[config.mk]
export PLATFORM = sky130hd
export DESIGN_NAME = mem_port_arbiter_flat
export DESIGN_NICKNAME = d
export VERILOG_FILES = /design/src/rtl/mem_port_arbiter_pkg.sv /design/src/rtl/mem_port_arbiter_if.sv /design/src/rtl/mem_port_arbiter_lane_align.sv /design/src/rtl/mem_port_arbiter.sv /design/src/flat_wrapper.sv
export SDC_FILE = /design/constraint.sdc
export NUM_CORES = 1
export LEC_CHECK = 0
export BUFFER_PORTS_ARGS = -buffer_cell sky130_fd_sc_hd__buf_2
export CAP_MARGIN = 40
export CORE_UTILIZATION = 36
export DETAILED_ROUTE_END_ITERATION = 10
export HOLD_SLACK_MARGIN = 0.08
export PLACE_DENSITY = 0.73
export REMOVE_ABC_BUFFERS = 1
export SETUP_SLACK_MARGIN = 0.15
export SYNTH_ARGS = -nofsm -noshare
export SYNTH_HDL_FRONTEND = slang
export SYNTH_SLANG_ARGS = --single-unit
[constraint.sdc]
create_clock -name clk_i -period 3.5 [get_ports clk_i]
set_clock_uncertainty 0.1 [all_clocks]
set_input_delay 0.525 -clock clk_i [delete_from_list [all_inputs] [get_ports clk_i]]
set_output_delay 0.525 -clock clk_i [all_outputs]
set_load 0.01 [all_outputs]
[src/rtl/mem_port_arbiter_pkg.sv]
// Shared constants for the fetch/data memory port arbiter: FSM encodings,
// decoder MEM_len codes and the active-low write strobe value.
package mem_port_arbiter_pkg;

    localparam logic [1:0] IDLE  = 2'd0;
    localparam logic [1:0] BUS_I = 2'd1;
    localparam logic [1:0] BUS_D = 2'd2;
    localparam logic [1:0] MISAL = 2'd3;

    localparam logic [1:0] LEN_B = 2'd0;
    localparam logic [1:0] LEN_H = 2'd1;
    localparam logic [1:0] LEN_W = 2'd2;

    // Same polarity as the decoder's MEM_wen: low means store.
    localparam logic WEN_WRITE = 1'b0;

    typedef struct packed {
        logic [31:0] addr;
        logic        wen;
        logic [3:0]  wmask;
        logic [31:0] wdata;
    } bus_cmd_t;

endpackage

[src/rtl/mem_port_arbiter_if.sv]
// Core-side ports and memory-bus signals of the arbiter in one bundle.
// master is the arbiter's view; slave is the core/memory environment's view.
interface mem_port_arbiter_if;

    logic        instr_req_i;
    logic [31:0] instr_addr_i;
    logic        instr_ack_o;
    logic [31:0] instr_data_o;

    logic        data_req_i;
    logic [31:0] data_addr_i;
    logic        data_wen_i;
    logic [1:0]  data_len_i;
    logic [31:0] data_wdata_i;
    logic        data_ack_o;
    logic [31:0] data_rdata_o;
    logic        data_misaligned_o;

    logic        bus_req_o;
    logic [31:0] bus_addr_o;
    logic        bus_wen_o;
    logic [3:0]  bus_wmask_o;
    logic [31:0] bus_wdata_o;
    logic        bus_ack_i;
    logic [31:0] bus_rdata_i;

    modport master (
        input  instr_req_i, instr_addr_i,
        input  data_req_i, data_addr_i, data_wen_i, data_len_i, data_wdata_i,
        input  bus_ack_i, bus_rdata_i,
        output instr_ack_o, instr_data_o,
        output data_ack_o, data_rdata_o, data_misaligned_o,
        output bus_req_o, bus_addr_o, bus_wen_o, bus_wmask_o, bus_wdata_o
    );

    modport slave (
        output instr_req_i, instr_addr_i,
        output data_req_i, data_addr_i, data_wen_i, data_len_i, data_wdata_i,
        output bus_ack_i, bus_rdata_i,
        input  instr_ack_o, instr_data_o,
        input  data_ack_o, data_rdata_o, data_misaligned_o,
        input  bus_req_o, bus_addr_o, bus_wen_o, bus_wmask_o, bus_wdata_o
    );

endinterface

[src/rtl/mem_port_arbiter_lane_align.sv]
// Byte-lane mask, write-data replication and misalignment detection for a
// data-port access, derived from the decoder's MEM_len / MEM_wen encoding.
module mem_lane_align
    import mem_port_arbiter_pkg::*;
(
    input  logic [1:0]  addr_lo,
    input  logic [1:0]  len,
    input  logic        wen,
    input  logic [31:0] wdata,
    output logic [3:0]  wmask,
    output logic [31:0] wdata_aligned,
    output logic        misaligned
);

    // Replicating the store data into every lane lets the mask alone pick the lane.
    always_comb begin
        wmask         = 4'b1111;
        wdata_aligned = wdata;
        misaligned    = 1'b0;
        case (len)
            LEN_B: begin
                wdata_aligned = {4{wdata[7:0]}};
                if (wen == WEN_WRITE) wmask = 4'b0001 << addr_lo;
            end
            LEN_H: begin
                misaligned    = addr_lo[0];
                wdata_aligned = {2{wdata[15:0]}};
                if (wen == WEN_WRITE) wmask = 4'b0011 << addr_lo;
            end
            default: misaligned = (addr_lo != 2'b00);
        endcase
    end

endmodule

[src/rtl/mem_port_arbiter.sv]
// Shares one single-ported memory bus between instruction fetch and the MEM
// stage data port; data has priority, bounded by a starvation counter.
module mem_port_arbiter
    import mem_port_arbiter_pkg::*;
#(
    parameter int DATA_BURST_MAX = 4,
    parameter int CNT_W          = 3
) (
    input  logic                  clk_i,
    input  logic                  reset_i,
    mem_port_arbiter_if.master    ports
);

    localparam logic [CNT_W-1:0] BURST_LIMIT = CNT_W'(DATA_BURST_MAX);

    logic [1:0]       state;
    logic [CNT_W-1:0] burst_cnt;
    bus_cmd_t         cmd;
    logic             instr_ack;
    logic             data_ack;
    logic             misaligned;
    logic [31:0]      instr_data;
    logic [31:0]      data_rdata;

    logic [3:0]       lane_wmask;
    logic [31:0]      lane_wdata;
    logic             lane_misal;
    logic             instr_elig;
    logic             data_elig;
    logic             pick_d;
    logic             pick_i;

    mem_lane_align u_lane_align (
        .addr_lo       (ports.data_addr_i[1:0]),
        .len           (ports.data_len_i),
        .wen           (ports.data_wen_i),
        .wdata         (ports.data_wdata_i),
        .wmask         (lane_wmask),
        .wdata_aligned (lane_wdata),
        .misaligned    (lane_misal)
    );

    // A request still high during its own ack cycle is the stale one just served.
    assign instr_elig = ports.instr_req_i & ~instr_ack;
    assign data_elig  = ports.data_req_i & ~data_ack;
    assign pick_d     = data_elig & (~instr_elig | (burst_cnt != BURST_LIMIT));
    assign pick_i     = instr_elig & ~pick_d;

    always_ff @(posedge clk_i or negedge reset_i) begin
        if (!reset_i) begin
            state      <= IDLE;
            burst_cnt  <= '0;
            cmd        <= '{addr: 32'h0, wen: 1'b1, wmask: 4'hF, wdata: 32'h0};
            instr_ack  <= 1'b0;
            data_ack   <= 1'b0;
            misaligned <= 1'b0;
            instr_data <= 32'h0;
            data_rdata <= 32'h0;
        end else begin
            instr_ack  <= 1'b0;
            data_ack   <= 1'b0;
            misaligned <= 1'b0;
            case (state)
                IDLE: begin
                    if (pick_d) begin
                        state <= lane_misal ? MISAL : BUS_D;
                        if (!lane_misal) begin
                            cmd <= '{addr:  ports.data_addr_i & 32'hFFFF_FFFC,
                                     wen:   ports.data_wen_i,
                                     wmask: lane_wmask,
                                     wdata: lane_wdata};
                        end
                    end else if (pick_i) begin
                        state     <= BUS_I;
                        cmd.addr  <= ports.instr_addr_i & 32'hFFFF_FFFC;
                        cmd.wen   <= 1'b1;
                        cmd.wmask <= 4'hF;
                    end
                    if (pick_i || !instr_elig) begin
                        burst_cnt <= '0;
                    end else if (pick_d && burst_cnt != BURST_LIMIT) begin
                        burst_cnt <= burst_cnt + 1'b1;
                    end
                end
                BUS_I: begin
                    if (ports.bus_ack_i) begin
                        instr_data <= ports.bus_rdata_i;
                        instr_ack  <= 1'b1;
                        state      <= IDLE;
                    end
                end
                BUS_D: begin
                    if (ports.bus_ack_i) begin
                        data_rdata <= ports.bus_rdata_i;
                        data_ack   <= 1'b1;
                        state      <= IDLE;
                    end
                end
                default: begin
                    data_ack   <= 1'b1;
                    misaligned <= 1'b1;
                    state      <= IDLE;
                end
            endcase
        end
    end

    assign ports.bus_req_o         = (state == BUS_I) || (state == BUS_D);
    assign ports.bus_addr_o        = cmd.addr;
    assign ports.bus_wen_o         = cmd.wen;
    assign ports.bus_wmask_o       = cmd.wmask;
    assign ports.bus_wdata_o       = cmd.wdata;
    assign ports.instr_ack_o       = instr_ack;
    assign ports.instr_data_o      = instr_data;
    assign ports.data_ack_o        = data_ack;
    assign ports.data_rdata_o      = data_rdata;
    assign ports.data_misaligned_o = misaligned;

endmodule

[src/flat_wrapper.sv]
// flat-port wrapper written by rule: the top's interface ports become plain ports
module mem_port_arbiter_flat import mem_port_arbiter_pkg::*;
#(
    parameter int DATA_BURST_MAX = 4,
    parameter int CNT_W          = 3
)
  (clk_i, reset_i, ports_instr_req_i, ports_instr_addr_i, ports_data_req_i, ports_data_addr_i, ports_data_wen_i, ports_data_len_i, ports_data_wdata_i, ports_bus_ack_i, ports_bus_rdata_i, ports_instr_ack_o, ports_instr_data_o, ports_data_ack_o, ports_data_rdata_o, ports_data_misaligned_o, ports_bus_req_o, ports_bus_addr_o, ports_bus_wen_o, ports_bus_wmask_o, ports_bus_wdata_o);
  mem_port_arbiter_if ports_i ();
  input  logic clk_i;
  input  logic reset_i;
  input wire logic [$bits(ports_i.instr_req_i)-1:0] ports_instr_req_i;
  input wire logic [$bits(ports_i.instr_addr_i)-1:0] ports_instr_addr_i;
  input wire logic [$bits(ports_i.data_req_i)-1:0] ports_data_req_i;
  input wire logic [$bits(ports_i.data_addr_i)-1:0] ports_data_addr_i;
  input wire logic [$bits(ports_i.data_wen_i)-1:0] ports_data_wen_i;
  input wire logic [$bits(ports_i.data_len_i)-1:0] ports_data_len_i;
  input wire logic [$bits(ports_i.data_wdata_i)-1:0] ports_data_wdata_i;
  input wire logic [$bits(ports_i.bus_ack_i)-1:0] ports_bus_ack_i;
  input wire logic [$bits(ports_i.bus_rdata_i)-1:0] ports_bus_rdata_i;
  output wire logic [$bits(ports_i.instr_ack_o)-1:0] ports_instr_ack_o;
  output wire logic [$bits(ports_i.instr_data_o)-1:0] ports_instr_data_o;
  output wire logic [$bits(ports_i.data_ack_o)-1:0] ports_data_ack_o;
  output wire logic [$bits(ports_i.data_rdata_o)-1:0] ports_data_rdata_o;
  output wire logic [$bits(ports_i.data_misaligned_o)-1:0] ports_data_misaligned_o;
  output wire logic [$bits(ports_i.bus_req_o)-1:0] ports_bus_req_o;
  output wire logic [$bits(ports_i.bus_addr_o)-1:0] ports_bus_addr_o;
  output wire logic [$bits(ports_i.bus_wen_o)-1:0] ports_bus_wen_o;
  output wire logic [$bits(ports_i.bus_wmask_o)-1:0] ports_bus_wmask_o;
  output wire logic [$bits(ports_i.bus_wdata_o)-1:0] ports_bus_wdata_o;
  assign ports_i.instr_req_i = ports_instr_req_i;
  assign ports_i.instr_addr_i = ports_instr_addr_i;
  assign ports_i.data_req_i = ports_data_req_i;
  assign ports_i.data_addr_i = ports_data_addr_i;
  assign ports_i.data_wen_i = ports_data_wen_i;
  assign ports_i.data_len_i = ports_data_len_i;
  assign ports_i.data_wdata_i = ports_data_wdata_i;
  assign ports_i.bus_ack_i = ports_bus_ack_i;
  assign ports_i.bus_rdata_i = ports_bus_rdata_i;
  assign ports_instr_ack_o = ports_i.instr_ack_o;
  assign ports_instr_data_o = ports_i.instr_data_o;
  assign ports_data_ack_o = ports_i.data_ack_o;
  assign ports_data_rdata_o = ports_i.data_rdata_o;
  assign ports_data_misaligned_o = ports_i.data_misaligned_o;
  assign ports_bus_req_o = ports_i.bus_req_o;
  assign ports_bus_addr_o = ports_i.bus_addr_o;
  assign ports_bus_wen_o = ports_i.bus_wen_o;
  assign ports_bus_wmask_o = ports_i.bus_wmask_o;
  assign ports_bus_wdata_o = ports_i.bus_wdata_o;
  mem_port_arbiter #(.DATA_BURST_MAX(DATA_BURST_MAX), .CNT_W(CNT_W)) u_core (.clk_i(clk_i), .reset_i(reset_i), .ports(ports_i));
endmodule
==> impl_metrics.csv, run 1 <==
group,metric,value,unit
outcome,run_status,"finished, final reports clean",
floorplanning,die_w,133,µm
clocking,path_clk_slew,60,ps
timing,rsz0062_at_grt,"false",
synth,syn_inst,519,
setup_path,end_kind,"flop",
clocking,numCtsBuffers,17,
synth,synthMuxAreaShare,15.6,%
timing,finalMaxSlewViolations,0,
floorplanning,pin_count,273,
routing,vias,4853,
hold_path,hold_class,"in2async",
global_routing,overflow,0,
timing,period_share,67.9,%
timing,setup_tns,0,ps
cells_and_area,utilization,49.4,%
floorplanning,start_util,37.1,%
routing,dr.pass1.iters,4,
clocking,cts.sinks,139,
cells_and_area,area_growth,33.4,%
placement,portBuffers,268,
clocking,clk_latency,410,ps
clocking,cts_tree,"built",
synth,synth-compound-area-share,8.17,%
placement,gp_congestion,0.733,
run,maxCapViolations,0,
synth,synth.distinct_cells,37,
timing,worst_pin_slew,824,ps
synth,synthArstFlopShare,100,%
synth,synth_area,6170,µm²
cells_and_area,nets,927,
floorplanning,fp.dieH,133,µm
routing,final_antenna_net_count,0,
setup_path,crit_type,"reg2reg",
routing,avgViaCountPerCell,4.79,
clocking,cts_buffer_depth,2,
clocking,cts-hold-fix-buffers,0,
clocking,cts_resized,0,
global_routing,track_usage,17.8,%
floorplanning,fp-row-count,47,
power,finalPower,7.32,mW
floorplanning,die_area,17700,µm²
power,ir_drop,385,µV
synth,yosys_warnings,0,
power,p_leak,4.06,nW
synth,synthSimpleGateAreaFrac,13.2,%
setup_path,cp_max_fo,58,
synth,synth_ff_type,"dfrtp_1",
setup_path,arrival,2570,ps
clocking,cts_root_buffer,"clkbuf_16",
timing,max_freq,0.420,GHz
synth,synth_edf_count,0,
power,power.density,889,nW/µm²
synth,synthAdderAreaFrac,2.23,%
timing,setup_viol,0,
floorplanning,core,16600,µm²
cells_and_area,fillers,1510,
clocking,cts_max_level,4,
clocking,post-cts-setup-buffers,0,
global_routing,grt_pass1_vias,4975,
timing,hold_viol,0,
synth,synth_xor_area_share,0,%
global_routing,grt_max_degree,90,
timing,slew_headroom,45.1,%
global_routing,antenna_found_initial,1,
synth,synth-seq-area-share,56.5,%
setup_path,crit_path_start_kind,"flop",
routing,drc_errors,0,
synth,synth_top_family_by_area,"multiplexers",
global_routing,grt_first_pass_wirelength,24600,µm
timing,post-route-min-period,2380,ps
routing,wire_per_inst,14.8,µm
setup_path,cp.required,3690,ps
routing,drt-total-wl,15000,µm
routing,drt-initial-drc-count,114,
synth,synth_area_per_cell,11.9,µm²
placement,dp_hpwl,10500,µm
cells_and_area,drive_gt1_share,52.0,%
synth,ys_ff_latch,139,
[cells in the mapped netlist, types with 2 or more instances]
| master | number | area, µm² |
|---|---|---|
| nand2b_1 | 5 | 31.3 |
| nand3_1 | 2 | 10.0 |
| nor3_2 | 30 | 300 |
| nor2_1 | 41 | 154 |
| ha_1 | 11 | 138 |
| buf_6 | 7 | 78.8 |
| nand2_1 | 56 | 210 |
| buf_4 | 3 | 22.5 |
| buf_2 | 22 | 110 |
| a31oi_1 | 3 | 18.8 |
| nor2b_1 | 2 | 12.5 |
| a21oi_1 | 10 | 50.1 |
| o21ai_0 | 35 | 175 |
| nor3_1 | 3 | 15.0 |
| clkbuf_1 | 3 | 11.3 |
| o31ai_1 | 3 | 22.5 |
| inv_1 | 10 | 37.5 |
| mux2_2 | 64 | 721 |
| o22ai_1 | 31 | 194 |
| dfstp_2 | 5 | 131 |
| mux2i_1 | 24 | 240 |
| dfrtp_1 | 134 | 3350 |
[sequential cells by signal, summed over array words and instances (netlist names)]
name	cells
u_core.burst_cnt	3
u_core.ports.bus_addr_o	30
u_core.ports.bus_wdata_o	32
u_core.ports.bus_wen_o	1
u_core.ports.bus_wmask_o	4
u_core.ports.data_ack_o	1
u_core.ports.data_misaligned_o	1
u_core.ports.data_rdata_o	32
u_core.ports.instr_ack_o	1
u_core.ports.instr_data_o	32
u_core.state	2
[cell type report]
class / instances / area, µm² / area share [%]
timing repair buffer: 276 / 1450 / 17.6
clock buffer: 18 / 439 / 5.34
tap: 220 / 275 / 3.34
sequential: 139 / 3480 / 42.3
antenna: 1 / 2.50 / 0.0304
multi-input combinational: 336 / 2440 / 29.6
clock inverter: 14 / 108 / 1.31
inverter: 10 / 37.5 / 0.456
[cell usage in the layout (no fill, tap or decap), types with 2 or more instances in the layout]
cell and count:
clkinv_4 2, clkbuf_16 17, dfstp_2 5, inv_1 10, o21ai_0 35, nand2_1 56
a31oi_1 3, nor2b_1 2, dfrtp_1 134, nor2_1 41, clkinv_2 3, clkinvlp_4 3
mux2i_1 24, o31ai_1 3, nand3_1 2, mux2_2 64, ha_1 11, buf_4 5
nor3_2 30, buf_12 3, nor3_1 3, buf_2 267, o22ai_1 31, nand2b_1 5
inv_6 6, a21oi_1 10, conb_1 2
[report_power, final]
group / internal [mW] / switching (mW)
combinational: 1.34 / 1.52
clock: 0.936 / 0.717
sequential: 2.41 / 0.397
[per-stage QoR]
stage          setup WS, ps  area [µm²]  hold WS (ps)  cells
3_3_place_gp            930        7680           354    981
6_report               1120        8230          54.4   1014
4_1_cts                1080        8230           106   1013
3_5_place_dp            895        7680           358    981
2_1_floorplan           629        5950           129    485
5_1_grt                 904        8230           117   1014
[worst max-delay path, stage by stage (launching register included)]
cell     delay, ps
dfrtp_1        400
inv_1          140
ha_1           240
and3b_1        240
nand4_4        450
buf_12         380
o22ai_1        220
nor2_1          70
[path summary, 6_finish.rpt]
path                            slack, ps                             to  cells past startpoint                         from
worst max-delay path                 1120    u_core.ports.bus_addr_o[20]                      7              u_core.state[0]
worst min-delay path                   50     u_core.ports.bus_addr_o[9]                      1                      reset_i
worst max register to register       1120    u_core.ports.bus_addr_o[20]                      7              u_core.state[0]
worst min register to register        370    u_core.ports.bus_wdata_o[1]                      2  u_core.ports.bus_wdata_o[1]
max in group asynchronous            2440    u_core.ports.bus_wmask_o[3]                      2                      reset_i
min in group clk_i                    260  u_core.ports.data_rdata_o[19]                      2        ports_bus_rdata_i[19]
[logic make-up after synthesis]
logic type	count (synthesis)
simple gates	148
flops	139
mux	88
compound gates	87
buf+inv	45
fa+ha+maj	11
other cells	1
[routing by layer]
layer | routed length [µm] | global-route usage, % | up-vias
met5 | 0 | 0 | -
met4 | 330 | 7.60 | 0
met3 | 834 | 4.90 | 21
met1 | 6150 | 20.5 | 2327
met2 | 7670 | 31.2 | 162
li1 | - | - | 2343
(Power assumes the default switching activity.)
==> run 2: changes to the inputs <==
clock period = 2.3 ns   (was 3.5 ns; I/O delays follow)
==> impl_metrics.csv, run 2 (synthesized netlist as in run 1, its figures left out) <==
group,metric,value,unit
outcome,run_status,"finished, final reports clean",
hold_path,hold_start,"ports_data_addr_i[21]",
global_routing,track_usage,19.0,%
timing,slew_headroom,60.8,%
cells_and_area,final_cells,1077,
power,finalPower,11.9,mW
power,power.density,1320,nW/µm²
clocking,clk_latency,410,ps
placement,portBuffers,268,
clocking,post-cts-setup-buffers,0,
timing,setup_ws,367,ps
setup_path,ff2ff_path_depth,7,
floorplanning,core,16600,µm²
clocking,cts_buffer_depth,2,
setup_path,cp.required,2540,ps
cells_and_area,utilization,54.2,%
cells_and_area,nets,990,
floorplanning,die_area,17700,µm²
hold_path,hold_depth,3,
floorplanning,pin_count,273,
cells_and_area,final_common_cell,"buf_2",
timing,setup_viol,0,
timing,rsz0062_at_grt,"false",
timing,max_freq,0.517,GHz
run,maxCapViolations,0,
timing,post-route-min-period,1930,ps
routing,drt-initial-drc-count,143,
placement,placed_cells,987,
clocking,cts_resized,0,
routing,wire_per_inst,14.9,µm
routing,vias,5156,
routing,dr.pass1.iters,4,
routing,final_antenna_net_count,0,
global_routing,grt_first_pass_wirelength,26200,µm
timing,period_share,84.0,%
cells_and_area,fillers,1452,
timing,worst_pin_slew,589,ps
placement,gp_congestion,0.751,
timing,finalMaxSlewViolations,0,
floorplanning,die_w,133,µm
setup_path,end_kind,"flop",
hold_path,hold_end,"u_core.ports.bus_addr_o[21]",
routing,drt-total-wl,16000,µm
setup_path,r2r-start,"u_core.state[0]",
timing,hold_viol,0,
clocking,cts_root_buffer,"clkbuf_16",
routing,drc_errors,0,
placement,placed_area,7790,µm²
setup_path,arrival,2170,ps
power,ir_drop,753,µV
setup_path,crit_path_start_kind,"flop",
global_routing,antenna_found_initial,1,
global_routing,overflow,0,
setup_path,crit_type,"reg2reg",
clocking,cts_max_level,4,
floorplanning,fp-row-count,47,
cells_and_area,area_growth,46.2,%
clocking,numCtsBuffers,17,
power,p_leak,4.40,nW
floorplanning,start_util,37.1,%
clocking,cts.sinks,139,
hold_path,hold_class,"in2reg",
cells_and_area,finalInstanceArea,9020,µm²
placement,dp_hpwl,10700,µm
floorplanning,fp.dieH,133,µm
placement,pre_cts_slack,277,ps
setup_path,cp_max_fo,27,
setup_path,r2r-end,"u_core.ports.bus_addr_o[27]",
setup_path,r2r_slack,370,ps
global_routing,grt_max_degree,66,
clocking,path_clk_slew,60,ps
cells_and_area,drive_gt1_share,48.6,%
global_routing,grt_pass1_vias,5315,
clocking,cts_tree,"built",
routing,avgViaCountPerCell,4.79,
cells_and_area,mostFrequentLayoutCells,"buf_2, dfrtp_1, mux2_2",
run 2: repair_timing:
| item | 4_1_cts | 5_1_grt |
|---|---|---|
| hold buffers | 57 | 0 |
| hold endpoints to repair | 140 | 0 |
| endpoints found under the setup margin | 0 | 0 |
run 2: cell type report:
class                           count  area (µm²)  share of cell area [%]
Antenna cell                        1        2.50                  0.0278
Tap cell                          220         275                    3.05
Timing Repair Buffer              339        2120                    23.5
Clock buffer                       20         447                    4.95
Multi-Input combinational cell    336        2440                    27.0
Inverter                           10        37.5                   0.416
Sequential cell                   139        3480                    38.6
Clock inverter                     12         210                    2.33
run 2: routing by layer:
layer / wire, µm / global-route usage [%] / vias up
li1: - / - / 2467
met1: 6580 / 21.8 / 2495
met2: 8210 / 33.2 / 171
met3: 877 / 5.56 / 23
met4: 352 / 7.02 / 0
met5: 0 / 0 / -
run 2: power by group:
group          total [mW]  leakage (nW)  internal [mW]  switching [mW]
sequential           4.28          1.65           3.67           0.612
combinational        4.54          2.44           2.18            2.36
clock                3.06         0.315           1.97            1.09
run 2: through the flow:
stage | hold WS [ps] | setup TNS (ps)
2_1_floorplan | -50.6 | -26280
3_3_place_gp | 261 | 0
3_5_place_dp | 264 | 0
4_1_cts | 81.2 | 0
5_1_grt | 100 | 0
6_report | 103 | 0
run 2: worst max-delay path by stage:
stage                         start                           to  slack (ps)
4_1_cts             u_core.state[0]  u_core.ports.bus_addr_o[20]         350
5_1_grt             u_core.state[0]   u_core.ports.bus_addr_o[7]         210
2_1_floorplan       u_core.state[0]  u_core.ports.bus_wmask_o[1]        -520
6_report            u_core.state[0]  u_core.ports.bus_addr_o[27]         370
3_5_place_dp   ports_data_addr_i[0]  u_core.ports.bus_addr_o[19]         280
3_3_place_gp   ports_data_addr_i[0]  u_core.ports.bus_addr_o[10]         320
run 2: worst max-delay path, cell delays in order, from the launching register on:
cell and delay, ps:
dfrtp_1 400, inv_1 150, ha_1 250, and3b_1 250, and4_2 310, buf_12 220, nor3_2 60, nor2_1 100
==> run 3: changes to the inputs <==
PLACE_DENSITY = 0.75   (was 0.73)
clock period = 1.6 ns   (was 2.3 ns; I/O delays follow)
==> impl_metrics.csv, run 3 (synthesized netlist as in run 1, its figures left out) <==
group,metric,value,unit
routing,drt-initial-drc-count,296,
cells_and_area,nets,1124,
floorplanning,die_w,133,µm
setup_path,worst-path-buf-inv,4,
routing,wire_per_inst,18.8,µm
setup_path,path_depth,9,
global_routing,overflow,0,
setup_path,slowest_delay,400,ps
power,p_sw,7.07,mW
timing,fin_hold_ws,187,ps
routing,avgViaCountPerCell,5.06,
setup_path,crit_slowest_cell,"dfrtp_1",
global_routing,grt_max_degree,43,
timing,setup_tns,-19280,ps
clocking,cts_tree,"built",
routing,final_antenna_net_count,0,
timing,period_share,113,%
global_routing,antenna_found_initial,1,
placement,gp_congestion,0.792,
setup_path,end_kind,"flop",
power,switching_share,34.9,%
timing,post-route-min-period,1810,ps
setup_path,cpMostUsedCell,"buf_12",
cells_and_area,fillers,1098,
floorplanning,start_util,37.1,%
clocking,clk_latency,410,ps
setup_path,cpLargestDelayFamily,"buffers and inverters",
setup_path,cp_max_fo,11,
cells_and_area,final_common_cell,"buf_2",
placement,portBuffers,268,
setup_path,arrival,2040,ps
routing,drc_errors,0,
global_routing,track_usage,24.9,%
cells_and_area,drive_gt1_share,53.6,%
cells_and_area,utilization,67.5,%
setup_path,cp.required,1830,ps
power,p_int,13.2,mW
power,finalPower,20.2,mW
routing,vias,6120,
routing,dr.pass1.iters,5,
floorplanning,pin_count,273,
floorplanning,core,16600,µm²
timing,setup_ws,-213,ps
outcome,run_status,"finished, violations left",
clocking,cts.sinks,139,
timing,setup_viol,131,
clocking,cts_buffer_depth,2,
clocking,cts_root_buffer,"clkbuf_16",
clocking,path_clk_slew,60,ps
global_routing,grt_pass1_vias,6509,
cells_and_area,area_growth,82.0,%
setup_path,path_cells,"inv_2 -> ha_4 -> nand4b_1 -> buf_4 -> nand4_4 -> buf_12 -> buf_12 -> o22ai_1 -> nor2_1",
power,seqPwrFrac,31.6,%
global_routing,grt_first_pass_wirelength,33900,µm
cells_and_area,final_cells,1209,
timing,hold_viol,0,
routing,drt-total-wl,22700,µm
clocking,numCtsBuffers,17,
placement,placed_cells,1010,
run,maxCapViolations,0,
placement,dp_hpwl,11400,µm
hold_path,hold_class,"in2async",
floorplanning,die_area,17700,µm²
floorplanning,fp-row-count,47,
clocking,cts_max_level,4,
setup_path,ff2ff_path_depth,9,
cells_and_area,mostFrequentLayoutCells,"buf_2, dfrtp_1, dlygate4sd3_1",
power,p_leak,5.57,nW
floorplanning,fp.dieH,133,µm
timing,rsz0062_at_grt,"true",
outcome,violations,"setup timing",
timing,max_freq,0.552,GHz
power,combPwrFrac,48.4,%
timing,finalMaxSlewViolations,0,
power,power.density,1800,nW/µm²
power,clockPowerShare,20.0,%
setup_path,crit_type,"reg2reg",
power,ir_drop,1130,µV
setup_path,crit_path_start_kind,"flop",
-- run 3: stage by stage --
step / area, µm² / setup slack, ps
detailed placement: 8000 / -214
global route: 11200 / -303
global placement: 8000 / -141
CTS: 10800 / -129
finish: 11200 / -213
floorplan: 5950 / -1220
-- run 3: path summary, 6_finish.rpt --
| kind | start | end | slack (ps) |
|---|---|---|---|
| max reg2reg | u_core.burst_cnt[0] | u_core.ports.bus_addr_o[29] | -210 |
| min in group clk_i | ports_data_len_i[0] | u_core.ports.bus_wmask_o[2] | 240 |
| max in group asynchronous | reset_i | u_core.ports.bus_wmask_o[3] | 650 |
| max | u_core.burst_cnt[0] | u_core.ports.bus_addr_o[29] | -210 |
| min reg2reg | u_core.ports.bus_wdata_o[23] | u_core.ports.bus_wdata_o[23] | 370 |
| min | reset_i | u_core.ports.bus_wdata_o[21] | 190 |
-- run 3: layout make-up --
class	instances	area [µm²]	share of cell area (%)
Inverter	10	37.5	0.334
Clock buffer	20	467	4.16
Sequential cell	139	3480	31.0
Clock inverter	10	141	1.26
Multi-Input combinational cell	336	3020	26.9
Antenna cell	1	2.50	0.0223
Timing Repair Buffer	473	3800	33.8
Tap cell	220	275	2.45
-- run 3: metal layers --
metal	track usage (%)	wire length, µm
met5	0	0
met4	14.3	1080
met3	6.59	1280
met1	27.7	8630
met2	42.8	11700
-- run 3: what timing repair did --
action / CTS / global route
endpoints found under the hold margin: 265 / 0
gates cloned: 9 / 3
buffers inserted: 21 / 11
hold buffers: 126 / 0
gates resized for setup: 117 / 77
pin swaps: 25 / 30
endpoints found under the setup margin: 137 / 141
-- run 3: power groups by stage --
stage               Sequential (mW)  Clock, mW  Combinational [mW]
floorplan                      6.99          0                2.76
global placement               6.13          0                6.59
detailed placement             6.18          0                6.77
CTS                            6.20       4.13                8.65
global route                   6.57       4.30                10.4
finish                         6.40       4.05                9.78
